<file path="config.mk">
export PLATFORM = sky130hd
export DESIGN_NAME = i2c_txn_arbiter
export DESIGN_NICKNAME = d
export VERILOG_FILES = /design/src/rtl/i2c_pkg.sv /design/src/rtl/rr_arbiter.sv /design/src/rtl/i2c_txn_arbiter.sv
export SDC_FILE = /design/constraint.sdc
export NUM_CORES = 1
export LEC_CHECK = 0
export BUFFER_PORTS_ARGS = -buffer_cell sky130_fd_sc_hd__buf_2
export CAP_MARGIN = 20
export CORE_ASPECT_RATIO = 1.2
export CORE_MARGIN = 3
export CORE_UTILIZATION = 54
export DETAILED_ROUTE_END_ITERATION = 8
export GPL_TIMING_DRIVEN = 0
export PLACE_DENSITY = 0.86
export SETUP_SLACK_MARGIN = 0.4
export SYNTH_ARGS = -nofsm -noshare
export SYNTH_HDL_FRONTEND = slang
export SYNTH_SLANG_ARGS = --single-unit
</file>
<file path="constraint.sdc">
create_clock -name clk -period 5.3 [get_ports clk]
set_input_delay 1.06 -clock clk [delete_from_list [all_inputs] [get_ports clk]]
set_output_delay 1.06 -clock clk [all_outputs]
set_load 0.1 [all_outputs]
</file>
<file path="src/rtl/i2c_pkg.sv">
// Shared definitions for the I2C transaction arbiter: FSM encoding and
// default master configuration values.
package i2c_pkg;
   typedef enum logic [1:0] {
      ST_IDLE = 2'd0,
      ST_LOAD = 2'd1,
      ST_XFER = 2'd2,
      ST_FIN  = 2'd3
   } txn_state_e;

   localparam logic [1:0]  MODE_DEF = 2'b10;
   localparam logic [10:0] DIV_DEF  = 11'd499;
   localparam logic [19:0] TOUT_DEF = 20'd2000;
endpackage

</file>
<file path="src/rtl/rr_arbiter.sv">
// NREQ-wide round-robin arbiter: one-hot grant searching from the pointer,
// pointer moves past the last owner when upd_i is pulsed.
module rr_arbiter #(
   parameter  int NREQ = 2,
   localparam int IW   = (NREQ > 1) ? $clog2(NREQ) : 1
) (
   input  logic            clk,
   input  logic            rst_n,
   input  logic [NREQ-1:0] req_i,
   input  logic            upd_i,
   input  logic [IW-1:0]   upd_idx_i,
   output logic [NREQ-1:0] gnt_o,
   output logic [IW-1:0]   gnt_idx_o
);
   logic [IW-1:0] ptr_q;
   logic          found;

   function automatic int wrap(input int v);
      return (v >= NREQ) ? v - NREQ : v;
   endfunction

   always_comb begin
      gnt_o     = '0;
      gnt_idx_o = '0;
      found     = 1'b0;
      for (int i = 0; i < NREQ; i++) begin
         if (!found && req_i[wrap(int'(ptr_q) + i)]) begin
            found                          = 1'b1;
            gnt_o[wrap(int'(ptr_q) + i)]   = 1'b1;
            gnt_idx_o                      = IW'(wrap(int'(ptr_q) + i));
         end
      end
   end

   always_ff @(posedge clk or negedge rst_n) begin
      if (!rst_n) begin
         ptr_q <= '0;
      end else if (upd_i) begin
         ptr_q <= (upd_idx_i == IW'(NREQ - 1)) ? '0 : upd_idx_i + 1'b1;
      end
   end
endmodule

</file>
<file path="src/rtl/i2c_txn_arbiter.sv">
// Shares one I2C master between NREQ requesters: round-robin grant, one-byte
// write stage, read byte fan-out and per-owner completion signalling.
//
// state   | meaning
// IDLE    | waiting for a request; grant and latch addr_rw/cnt
// LOAD    | master configuration driven, first write byte prefetched
// XFER    | i2c_ready high; bytes moved on master strobes
// FIN     | i2c_ready low; done/err issued, round-robin pointer advanced
module i2c_txn_arbiter
   import i2c_pkg::*;
#(
   parameter int          NREQ     = 2,
   parameter logic [1:0]  MODE_DEF = i2c_pkg::MODE_DEF,
   parameter logic [10:0] DIV_DEF  = i2c_pkg::DIV_DEF,
   parameter logic [19:0] TOUT_DEF = i2c_pkg::TOUT_DEF
) (
   input  logic              clk,
   input  logic              rst,
   input  logic [NREQ-1:0]   req_valid,
   input  logic [8*NREQ-1:0] req_addr_rw,
   input  logic [8*NREQ-1:0] req_cnt,
   output logic [NREQ-1:0]   req_grant,
   input  logic [8*NREQ-1:0] wr_data,
   input  logic [NREQ-1:0]   wr_valid,
   output logic [NREQ-1:0]   wr_ready,
   output logic [7:0]        rd_data,
   output logic [NREQ-1:0]   rd_valid,
   output logic [NREQ-1:0]   done,
   output logic              err,
   output logic              busy,
   output logic              i2c_ready,
   output logic [1:0]        mode_i2c,
   output logic [10:0]       div_cnt,
   output logic [19:0]       time_out,
   output logic [7:0]        data_addr_rw,
   output logic [7:0]        data_cnt,
   output logic [7:0]        data_in,
   input  logic [7:0]        data_out,
   input  logic              m_byte_req,
   input  logic              m_byte_vld,
   input  logic              m_done,
   input  logic              m_err
);
   localparam int IW = (NREQ > 1) ? $clog2(NREQ) : 1;

   txn_state_e      state_q, state_d;
   logic [IW-1:0]   owner_q, owner_d;
   logic [7:0]      addr_rw_q, addr_rw_d, cnt_q, cnt_d;
   logic [7:0]      rem_q, rem_d, fetch_q, fetch_d;
   logic [7:0]      stage_q, stage_d, data_in_q, data_in_d, rd_data_q, rd_data_d;
   logic            stage_full_q, stage_full_d, ready_q, ready_d;
   logic            errp_q, errp_d, err_q, err_d;
   logic [NREQ-1:0] grant_q, grant_d, rd_valid_q, rd_valid_d, done_q, done_d;
   logic [NREQ-1:0] gnt_oh, own_oh;
   logic [IW-1:0]   gnt_idx;
   logic [7:0]      sel_cnt, own_wr_data;
   logic            is_wr, wr_take, rr_upd;

   rr_arbiter #(.NREQ(NREQ)) u_rr (
      .clk       (clk),
      .rst_n     (rst),
      .req_i     (req_valid),
      .upd_i     (rr_upd),
      .upd_idx_i (owner_q),
      .gnt_o     (gnt_oh),
      .gnt_idx_o (gnt_idx)
   );

   assign own_oh      = NREQ'(1) << owner_q;
   assign own_wr_data = wr_data[owner_q*8 +: 8];
   assign sel_cnt     = req_cnt[gnt_idx*8 +: 8];
   assign is_wr       = !addr_rw_q[0];

   always_comb begin
      state_d      = state_q;
      owner_d      = owner_q;
      addr_rw_d    = addr_rw_q;
      cnt_d        = cnt_q;
      rem_d        = rem_q;
      fetch_d      = fetch_q;
      stage_d      = stage_q;
      stage_full_d = stage_full_q;
      data_in_d    = data_in_q;
      rd_data_d    = rd_data_q;
      ready_d      = ready_q;
      errp_d       = errp_q;
      err_d        = 1'b0;
      grant_d      = '0;
      rd_valid_d   = '0;
      done_d       = '0;
      rr_upd       = 1'b0;
      wr_take      = 1'b0;

      // Stage refills whenever empty; never fetches more than cnt bytes.
      if ((state_q == ST_LOAD || state_q == ST_XFER) && is_wr && !stage_full_q &&
          fetch_q != '0 && wr_valid[owner_q]) begin
         wr_take      = 1'b1;
         stage_d      = own_wr_data;
         stage_full_d = 1'b1;
         fetch_d      = fetch_q - 8'd1;
      end

      case (state_q)
         ST_IDLE: begin
            if (|req_valid) begin
               owner_d      = gnt_idx;
               grant_d      = gnt_oh;
               addr_rw_d    = req_addr_rw[gnt_idx*8 +: 8];
               cnt_d        = sel_cnt;
               rem_d        = sel_cnt;
               fetch_d      = sel_cnt;
               stage_full_d = 1'b0;
               errp_d       = (sel_cnt == '0);
               state_d      = (sel_cnt == '0) ? ST_FIN : ST_LOAD;
            end
         end
         ST_LOAD: begin
            ready_d = 1'b1;
            state_d = ST_XFER;
         end
         ST_XFER: begin
            // m_done wins over any byte strobe in the same cycle.
            if (m_done) begin
               errp_d  = m_err || (rem_q != '0);
               ready_d = 1'b0;
               state_d = ST_FIN;
            end else if (is_wr && m_byte_req && rem_q != '0) begin
               if (stage_full_q) begin
                  data_in_d    = stage_q;
                  stage_full_d = 1'b0;
                  rem_d        = rem_q - 8'd1;
               end else begin
                  errp_d  = 1'b1;
                  ready_d = 1'b0;
                  state_d = ST_FIN;
               end
            end else if (!is_wr && m_byte_vld && rem_q != '0) begin
               rd_data_d  = data_out;
               rd_valid_d = own_oh;
               rem_d      = rem_q - 8'd1;
            end
         end
         ST_FIN: begin
            done_d       = own_oh;
            err_d        = errp_q;
            rr_upd       = 1'b1;
            ready_d      = 1'b0;
            stage_full_d = 1'b0;
            state_d      = ST_IDLE;
         end
         default: state_d = ST_IDLE;
      endcase
   end

   always_ff @(posedge clk or negedge rst) begin
      if (!rst) begin
         state_q      <= ST_IDLE;
         owner_q      <= '0;
         addr_rw_q    <= '0;
         cnt_q        <= '0;
         rem_q        <= '0;
         fetch_q      <= '0;
         stage_q      <= '0;
         stage_full_q <= 1'b0;
         data_in_q    <= '0;
         rd_data_q    <= '0;
         ready_q      <= 1'b0;
         errp_q       <= 1'b0;
         err_q        <= 1'b0;
         grant_q      <= '0;
         rd_valid_q   <= '0;
         done_q       <= '0;
      end else begin
         state_q      <= state_d;
         owner_q      <= owner_d;
         addr_rw_q    <= addr_rw_d;
         cnt_q        <= cnt_d;
         rem_q        <= rem_d;
         fetch_q      <= fetch_d;
         stage_q      <= stage_d;
         stage_full_q <= stage_full_d;
         data_in_q    <= data_in_d;
         rd_data_q    <= rd_data_d;
         ready_q      <= ready_d;
         errp_q       <= errp_d;
         err_q        <= err_d;
         grant_q      <= grant_d;
         rd_valid_q   <= rd_valid_d;
         done_q       <= done_d;
      end
   end

   assign req_grant    = grant_q;
   assign wr_ready     = wr_take ? own_oh : '0;
   assign rd_data      = rd_data_q;
   assign rd_valid     = rd_valid_q;
   assign done         = done_q;
   assign err          = err_q;
   assign busy         = (state_q != ST_IDLE);
   assign i2c_ready    = ready_q;
   assign mode_i2c     = MODE_DEF;
   assign div_cnt      = DIV_DEF;
   assign time_out     = TOUT_DEF;
   assign data_addr_rw = addr_rw_q;
   assign data_cnt     = cnt_q;
   assign data_in      = data_in_q;
endmodule

</file>
# After elaboration in Yosys (flattened, before gate mapping)

Index checks and enable logic that the tools add are counted.

Flip-flop bits (word level): 70
Input bits: 66
Output and inout bits: 76
Word-level logic and storage cells: 138

$add $sub $neg: 6
Order comparisons: 7
Equal/unequal tests: 9
Shifts and indexed selects: 4
Muxes and demuxes: 61
Bitwise operators: 3
Reductions and logical operators: 31

Operator list:

| kind                                                                | number |
|---|---|
| greater-or-equal comparator 32 x 1 -> 1 bit (second input constant) | 2 |
| less-than comparator 32 x 3 -> 1 bit (second input constant)        | 2 |
| two-way mux 32 bit                                                  | 2 |
| two-way mux 8 bit                                                   | 8 |
| variable part select 16 x 5 -> 8 bit                                | 3 |
| greater-or-equal comparator 32 x 3 -> 1 bit (second input constant) | 1 |
| subtractor 32 x 3 -> 32 bit (second input constant)                 | 1 |
| two-way mux 2 bit                                                   | 15 |
| two-way mux 1 bit                                                   | 29 |
| case mux 8 bit (2 select lines)                                     | 1 |
| nonzero test 8 bit                                                  | 2 |
| subtractor 8 x 1 -> 8 bit (second input constant)                   | 2 |
| AND reduction 4 bit                                                 | 3 |
| logical AND 1 bit                                                   | 11 |
| zero test 8 bit                                                     | 1 |
| case mux 2 bit (4 select lines)                                     | 1 |
| != test 3 bit (second input constant)                               | 2 |
| case mux 1 bit (3 select lines)                                     | 2 |
| AND reduction 3 bit                                                 | 2 |
| AND reduction 5 bit                                                 | 1 |
| equality test 2 bit (second input constant)                         | 2 |
| != test 2 bit (second input constant)                               | 2 |
| nonzero test 2 bit                                                  | 2 |
| zero test 1 bit                                                     | 3 |
| other kinds (18)                                                    | 21 |

# Longest topological paths before layout

Gate-level depths: netlist of run 1.

Word-level depth: 14
Depth in mapped cells: 8
Gate-level depth less buffers: 6

# Hierarchy

A second synthesis of run 1 with hierarchy kept.

Cell total of the unflattened synthesis: 386
Area, all modules: 3981.3 um^2

By module, submodules not included:

| module          | times used | cells an instance | area an instance (um^2) | seq. area each (um^2) |
|---|---|---|---|---|
| i2c_txn_arbiter | 1          | 380               | 3920.0                  | 1726.7 |
| rr_arbiter      | 1          | 6                 | 61.3                    | 25.0 |

# Least setup slack after synthesis of run 1

OpenSTA, ideal clock, no wires.

Path type: reg2out
Start: register addr_rw_q[0], in the netlist data_addr_rw[0]
End: output wr_ready[0]
Arrival: 3320 ps
Required time: 4240 ps
Setup slack: 920 ps
Stages on the path, launching flop included: 5
Buffers on the path: 1
Cell sequence: dfrtp_1 or3b_2 a211oi_2 clkbuf_1 nor2b_1

Longest elaborated chain between the ends: 7

Ends and longest elaborated chain:

| item                            | line                   | RTL |
|---|---|---|
| start, declared                 | i2c_txn_arbiter.sv:48  | `logic [7:0] addr_rw_q, addr_rw_d, cnt_q, cnt_d;` |
| start signal, assigned          | i2c_txn_arbiter.sv:176 | `addr_rw_q <= addr_rw_d;` |
| zero test 1 bit                 | i2c_txn_arbiter.sv:72  | `assign is_wr = !addr_rw_q[0];` |
| logical AND 1 bit (3 in series) | i2c_txn_arbiter.sv:95  | `if ((state_q == ST_LOAD \|\| state_q == ST_XFER) && is_wr && !stage_full_q &&` |
| logical AND 1 bit               | i2c_txn_arbiter.sv:96  | `fetch_q != '0 && wr_valid[owner_q]) begin` |
| two-way mux 1 bit               | i2c_txn_arbiter.sv:95  |  |
| two-way mux 2 bit               | i2c_txn_arbiter.sv:194 | `assign wr_ready = wr_take ? own_oh : '0;` |
| end, declared                   | i2c_txn_arbiter.sv:25  | `output logic [NREQ-1:0] wr_ready,` |

Every way passes these cells.

# Worst setup path in the final report of run 1

Start: register state_q[1]
End: output wr_ready[0]

Longest elaborated chain between the ends: 8
Elaborated cells on any way between the ends: 9
Those cells by class: 2 x eq/ne; 2 x mux; 5 x reduce/logical

Ends and longest elaborated chain:

| item                                                                       | line                   | RTL |
|---|---|---|
| start, declared                                                            | i2c_txn_arbiter.sv:46  | `txn_state_e state_q, state_d;` |
| start signal, assigned                                                     | i2c_txn_arbiter.sv:174 | `state_q <= state_d;` |
| equality test 2 x 1 -> 1 bit / equality test 2 bit (equally long branches) | i2c_txn_arbiter.sv:95  |  |
| logical OR 1 bit *                                                         | i2c_txn_arbiter.sv:95  |  |
| logical AND 1 bit * (3 in series)                                          | i2c_txn_arbiter.sv:95  |  |
| logical AND 1 bit *                                                        | i2c_txn_arbiter.sv:96  |  |
| two-way mux 1 bit *                                                        | i2c_txn_arbiter.sv:95  |  |
| two-way mux 2 bit *                                                        | i2c_txn_arbiter.sv:194 |  |

Mark *: on every way between the ends. The rest lies on a longest branch, timed or not.

==> results of run 1 <==
-- flip-flops by register name, summed over array words and instances, names as in the netlist, 2 cells and up --
signal / cells
data_cnt: 8
rem_q: 8
rd_valid: 2
state_q: 2
stage_q: 8
fetch_q: 8
done: 2
req_grant: 2
data_in: 8
rd_data: 8
data_addr_rw: 8
-- placed cells by master (no fill, tap or decap), types with 2 or more instances in the layout --
master	synthesis	routed
or3b_2	2	2
and2_1	8	8
nor2_1	38	38
and4_1	4	4
dfrtp_1	70	70
nor4b_1	2	2
o32a_1	3	3
nand4_1	5	5
mux2i_1	20	20
a211o_1	2	2
nor3b_1	3	3
clkinvlp_4	0	2
o21ai_0	15	15
a22o_1	2	2
bufinv_16	0	2
a211oi_1	9	9
nor3_2	2	2
nand3_1	3	3
o31ai_1	2	2
buf_2	3	110
clkbuf_1	12	12
inv_1	13	13
buf_4	33	34
a21o_1	3	3
o31a_1	2	2
a41o_1	2	2
a2111oi_0	3	3
clkbuf_8	0	10
mux2_2	17	17
nand2b_1	5	5
a21oi_1	14	14
a31oi_1	5	5
and3_1	8	8
nand2_1	14	14
ha_1	8	8
a31o_2	3	3
conb_1	2	33
nor3_1	12	12
nor4_1	6	6
nor2b_1	3	3
-- power by group through the flow --
stage / Sequential (µW) / Combinational [µW] / Clock [µW]
after floorplan: 1710 / 887 / 0
after global placement: 909 / 2030 / 0
after detailed placement: 920 / 2080 / 0
after CTS: 913 / 2080 / 495
after global routing: 944 / 2210 / 524
final: 916 / 2080 / 488
-- final cells by class --
type                       instances  area (µm²)
sequential                        70        1750
fill                             540        2040
clock buffer                      10         138
tap                               87         109
multi-input combinational        280        1860
clock inverter                     6        92.6
inverter                          14        52.6
timing repair buffer             108         543
buffer                            49         313
-- metal layers --
metal  GRT usage (%)  up-vias
li1                -     1627
met1            28.8     1566
met2            41.2      129
met3            5.43       19
met4            9.18        0
met5               0        -
-- metrics by stage --
step                hold WS (ns)  instances  instance area (µm²)  power (µW)
global placement           0.460        608                 4620        2940
CTS                        0.486        624                 4860        3490
finish                     0.481        624                 4860        3480
detailed placement         0.468        608                 4630        2990
global route               0.501        624                 4860        3680
floorplan                  0.459        413                 3980        2600
-- worst max-delay path: cells and delay by family (launching register included) --
family	cells	cell delay [ns]
buf+inv	3	0.97
simple gates	2	0.65
flops	1	0.40
compound gates	1	0.31
fa+ha+maj	1	0.29
-- worst max path at each step --
stage	endpoint	cells after the start	start	slack, ns
after floorplan	wr_ready[0]	4	data_addr_rw[0]$_DFFE_PN0P_	0.92
after global placement	wr_ready[0]	6	wr_valid[1]	1.57
after detailed placement	wr_ready[0]	6	wr_valid[1]	1.54
after CTS	wr_ready[0]	7	state_q[1]$_DFFE_PN0P_	1.25
after global routing	wr_ready[1]	7	state_q[1]$_DFFE_PN0P_	1.11
final	wr_ready[0]	7	state_q[1]$_DFFE_PN0P_	1.28
-- logic make-up (layout without fill, tap and decap cells) --
logic type      count (synthesis)  after routing  synth area share [%]
compound gates                 79             79                  14.7
xor+xnor                        1              1                 0.227
fa+ha+maj                       8              8                  2.59
buf+inv                        63            187                  9.47
flops                          70             70                  45.4
mux                            37             37                  10.1
other cells                     2             33                 0.195
simple gates                  122            122                  17.3
==> results.json, run 1 <==
{
  "status": "finished clean",
  "startpoint_type": "flip-flop",
  "portBuffers": 108,
  "slowest_stage": "or3b_2",
  "n_antenna_cell": 0,
  "ys_types": 61,
  "drt-initial-drc-count": 187,
  "post_cts_resized": 0,
  "seqPwrFrac_pct": 26.3,
  "p_sw_uw": 1960,
  "cp-end-kind": "output port",
  "clockPowerShare_pct": 14.0,
  "wl_met2_mm": 5.01,
  "pre_cts_slack_ns": 1.54,
  "grt_usage_pct": 23.8,
  "post_cts_buffers": 0,
  "gp_congestion": 0.932,
  "grt_max_degree": 71,
  "nNetsFinal": 606,
  "clk-insertion-delay-late_ns": 0.34,
  "crit_required_ns": 4.24,
  "synth-async-reset-ratio_pct": 100,
  "cts_tree": "yes",
  "rrSetupSlack_ns": 2.68,
  "whs_path_depth": 2,
  "vias": 3341,
  "cts_hold_buf": 0,
  "top_layer": "met4",
  "critPathMaxFanout": 10,
  "hold_viol_final": 0,
  "path_clk_slew_ns": 0.08,
  "grt_pass1_vias": 3300,
  "rr_startpoint": "state_q[0]$_DFFE_PN0P_",
  "wire_per_inst_um": 15.3,
  "period_share_pct": 75.9,
  "syn-cell-area_um2": 3860,
  "slew-limit-headroom_pct": 32.5,
  "hold_path_end": "data_addr_rw[2]$_DFFE_PN0P_",
  "power_density_nw_per_um2": 717,
  "synth.avg_cell_area_um2": 10.1,
  "drv_slew": 0,
  "critical_path.cell_chain": "inv_1 -> ha_1 -> or3b_2 -> a211oi_2 -> clkbuf_1 -> nor2b_1 -> buf_2",
  "p_leak_uw": 0.00246,
  "numCtsBuffers": 9,
  "rows": 33,
  "routed_wl_mm": 9.57,
  "drc": 0,
  "finalSetupTns_ns": 0,
  "crit_type": "flip-flop to output port",
  "p_int_uw": 1520,
  "ys_top_cells_by_count": "70 x dfrtp_1, 38 x nor2_1, 33 x buf_4",
  "place_hpwl_mm": 7.23,
  "yosysMostFrequentCell": "dfrtp_1",
  "grt_setup_unrepaired": "no",
  "layout-drive-gt1-share_pct": 35.6,
  "cts_root_buffer": "clkbuf_8",
  "yosys-top-cells-area": "dfrtp_1 45%, buf_4 6.4%, mux2i_1 5.2%, mux2_2 5.0%, nor2_1 3.7%",
  "via_per_inst": 5.35,
  "setup_slack_ns": 1.28,
  "dr.pass1.iters": 4,
  "synth_edf_count": 0,
  "yosysSeqAreaShare_pct": 45.4,
  "synthFlopType": "dfrtp_1",
  "ys_ff_latch": 70,
  "grt_pass1_wl_mm": 15.8,
  "areaGrowthSynthToFinish_pct": 25.9,
  "reg2reg_to": "rem_q[6]$_DFFE_PN0P_",
  "tightest_slew_ns": 1.01,
  "htree_levels": 3,
  "die_y_um": 98.6,
  "ios": 142,
  "cp.arrival_ns": 2.96,
  "layout_min_cycle_time_ns": 4.02,
  "yosysTopAreaCellShare_pct": 45.4,
  "start_util_pct": 56.0,
  "synth_warnings": 0,
  "max_freq_mhz": 249,
  "vdd_drop_max_v": 0.000631,
  "met3WireLength_um": 645,
  "cts_buffer_depth": 2,
  "cts.sinks": 70,
  "synthCells": 382,
  "ant_nets": 0,
  "clock_skew_ns": 0.0103,
  "setup_viol": 0,
  "met1_length_mm": 3.71,
  "min-delay-start": "data_addr_rw[2]$_DFFE_PN0P_",
  "postLayoutCoreUtil_pct": 70.4,
  "switching_share_pct": 56.2,
  "cp_slowest_stage_delay_ns": 0.46,
  "power.share.combinational_pct": 59.7,
  "synth_top_area_cell": "dfrtp_1",
  "hold_class": "flip-flop to flip-flop",
  "drv_cap": 0,
  "grt.overflow.total": 0,
  "core_um2": 6900,
  "fp.dieW_um": 83.2,
  "r2r_cells": 6,
  "die_area_um2": 8200,
  "antenna_found_initial": 0
}
Power figures use the tool's default switching activity.
==> inputs of run 2 (changes only) <==
ABC_AREA = 1   (was not set)
CORE_UTILIZATION = 50   (was 54)
PLACE_DENSITY = 0.81   (was 0.86)
clock period = 3.75 ns   (was 5.3 ns; I/O delays follow)
==> results.json, run 2 <==
{
  "status": "finished clean",
  "post_cts_resized": 0,
  "place_hpwl_mm": 7.31,
  "layout_common_cells": "156 x nand2_1, 112 x buf_2, 70 x dfrtp_1",
  "grt_usage_pct": 21.3,
  "htree_levels": 3,
  "cts_tree": "yes",
  "die_area_um2": 8910,
  "yosysTopAreaCellShare_pct": 44.9,
  "hold_class": "flip-flop to flip-flop",
  "min-delay-start": "rd_data[0]$_DFFE_PN0P_",
  "yosysMostFrequentCell": "nand2_1",
  "yosys-top-cells-area": "dfrtp_1 45%, nand2_1 15%, buf_4 6.5%, o21ai_0 5.6%, inv_1 5.1%",
  "grt_setup_unrepaired": "no",
  "crit_type": "flip-flop to output port",
  "cts_buffer_depth": 2,
  "cts_root_buffer": "clkbuf_8",
  "slowest_stage": "buf_2",
  "n_antenna_cell": 0,
  "path_clk_slew_ns": 0.08,
  "die_y_um": 103,
  "synth_top_area_cell": "dfrtp_1",
  "dr.pass1.iters": 4,
  "numCtsBuffers": 9,
  "grt_pass1_vias": 3374,
  "synth.avg_cell_area_um2": 7.76,
  "rows": 34,
  "startpoint": "state_q[0]$_DFFE_PN0P_",
  "cts_hold_buf": 0,
  "clock_skew_ns": 0.0127,
  "layout-drive-gt1-share_pct": 28.9,
  "cp-end-kind": "output port",
  "ys_top_cells_by_count": "156 x nand2_1, 70 x dfrtp_1, 53 x inv_1",
  "slew-limit-headroom_pct": 43.2,
  "critPathMaxFanout": 9,
  "post_cts_buffers": 0,
  "rr_startpoint": "state_q[0]$_DFFE_PN0P_",
  "critical_path.cell_chain": "inv_1 -> ha_1 -> nand2_1 -> a21oi_1 -> o21ai_2 -> nor2_2 -> buf_2",
  "tightest_slew_ns": 0.852,
  "via_per_inst": 4.83,
  "period_share_pct": 83.5,
  "drt-initial-drc-count": 114,
  "wire_per_inst_um": 12.9,
  "max_freq_mhz": 319,
  "hold_viol_final": 0,
  "grt_pass1_wl_mm": 14.9,
  "ios": 142,
  "clk-insertion-delay-late_ns": 0.35,
  "finalSetupTns_ns": 0,
  "final_common_cell": "nand2_1",
  "synth_edf_count": 0,
  "areaGrowthSynthToFinish_pct": 24.6,
  "cp.arrival_ns": 2.38,
  "fp.dieW_um": 86.7,
  "syn-cell-area_um2": 3900,
  "startpoint_type": "flip-flop",
  "crit_required_ns": 3.00,
  "cts.sinks": 70,
  "nNetsFinal": 727,
  "cp_slowest_stage_delay_ns": 0.50,
  "portBuffers": 108,
  "vias": 3616,
  "synthCells": 503,
  "grt.overflow.total": 0,
  "ant_nets": 0,
  "synth_warnings": 0,
  "synth-async-reset-ratio_pct": 100,
  "antenna_found_initial": 0,
  "drv_slew": 0,
  "yosysSeqAreaShare_pct": 44.9,
  "routed_wl_mm": 9.62,
  "grt_max_degree": 71,
  "drc": 0,
  "setup_viol": 0,
  "ys_ff_latch": 70,
  "core_um2": 7400,
  "start_util_pct": 52.8,
  "synthFlopType": "dfrtp_1",
  "ys_types": 36,
  "drv_cap": 0,
  "gp_congestion": 0.900,
  "layout_min_cycle_time_ns": 3.13
}
## run 2: cell count changes in the layout (fill, tap and decap cells not counted), sizes merged, moves of 17 or more
cell,previous run,this run
nand2,14,159
inv,14,55
o21ai,15,55
nand3,3,36
mux2i,20,0
mux2,17,0
## run 2: layout make-up
class	count	area [µm²]
Fill cell	675	2540
Buffer	47	329
Tap cell	90	113
Timing Repair Buffer	108	543
Sequential cell	70	1750
Clock inverter	6	61.3
Clock buffer	10	128
Multi-Input combinational cell	363	1740
Inverter	54	203
## run 2: cells by family (layout without fill, tap and decap cells)
group           Yosys count  after routing  share of synthesized area (%)
fa+ha+maj                 8              8                           2.56
compound gates           71             71                           10.8
simple gates            248            248                           27.3
xor+xnor                  3              3                          0.673
buf+inv                 101            225                           13.6
other cells               2             33                          0.192
flops                    70             70                           44.9
## run 2: stage by stage
stage | setup slack, ns | cells | util [%] | hold slack [ns] | area, µm²
5_1_grt | 0.482 | 748 | 65.7 | 0.500 | 4870
2_1_floorplan | 0.794 | 534 | - | 0.436 | 4020
3_3_place_gp | 0.913 | 732 | 63.2 | 0.454 | 4670
4_1_cts | 0.596 | 748 | 65.7 | 0.479 | 4870
3_5_place_dp | 0.889 | 732 | 63.2 | 0.460 | 4680
6_report | 0.618 | 748 | 65.7 | 0.476 | 4870
## run 2: critical path: cells and delay by family, from the launching register on
kind | cells | cell delay (ns)
compound gates | 2 | 0.34
fa+ha+maj | 1 | 0.30
buf+inv | 2 | 0.59
flops | 1 | 0.39
simple gates | 2 | 0.41
## run 2: final timing paths
kind,endpoint,cells past startpoint,slack [ns]
max in group asynchronous,fetch_q[2]$_DFF_PN0_,1,2.68
hold reg to reg,rd_data[0]$_DFFE_PN0P_,2,0.48
min in group asynchronous,errp_q$_DFFE_PN0P_,1,0.50
hold / removal,rd_data[0]$_DFFE_PN0P_,2,0.48
setup reg to reg,fetch_q[0]$_DFF_PN0_,8,1.67
setup / recovery,wr_ready[0],7,0.62
## run 2: layer usage
layer | up-vias | global-route usage (%) | wire, µm | part of all wire [%]
li1 | 1815 | - | - | -
met1 | 1657 | 25.2 | 4000 | 42
met2 | 132 | 36.7 | 4780 | 50
met3 | 12 | 6.55 | 684 | 7.1
met4 | 0 | 7.43 | 163 | 1.7
met5 | - | 0 | 0 | 0
Power of run 2 is left out: the tool's default activity adds up to more than one toggle a clock period on the data nets, which glitch-free logic cannot reach.
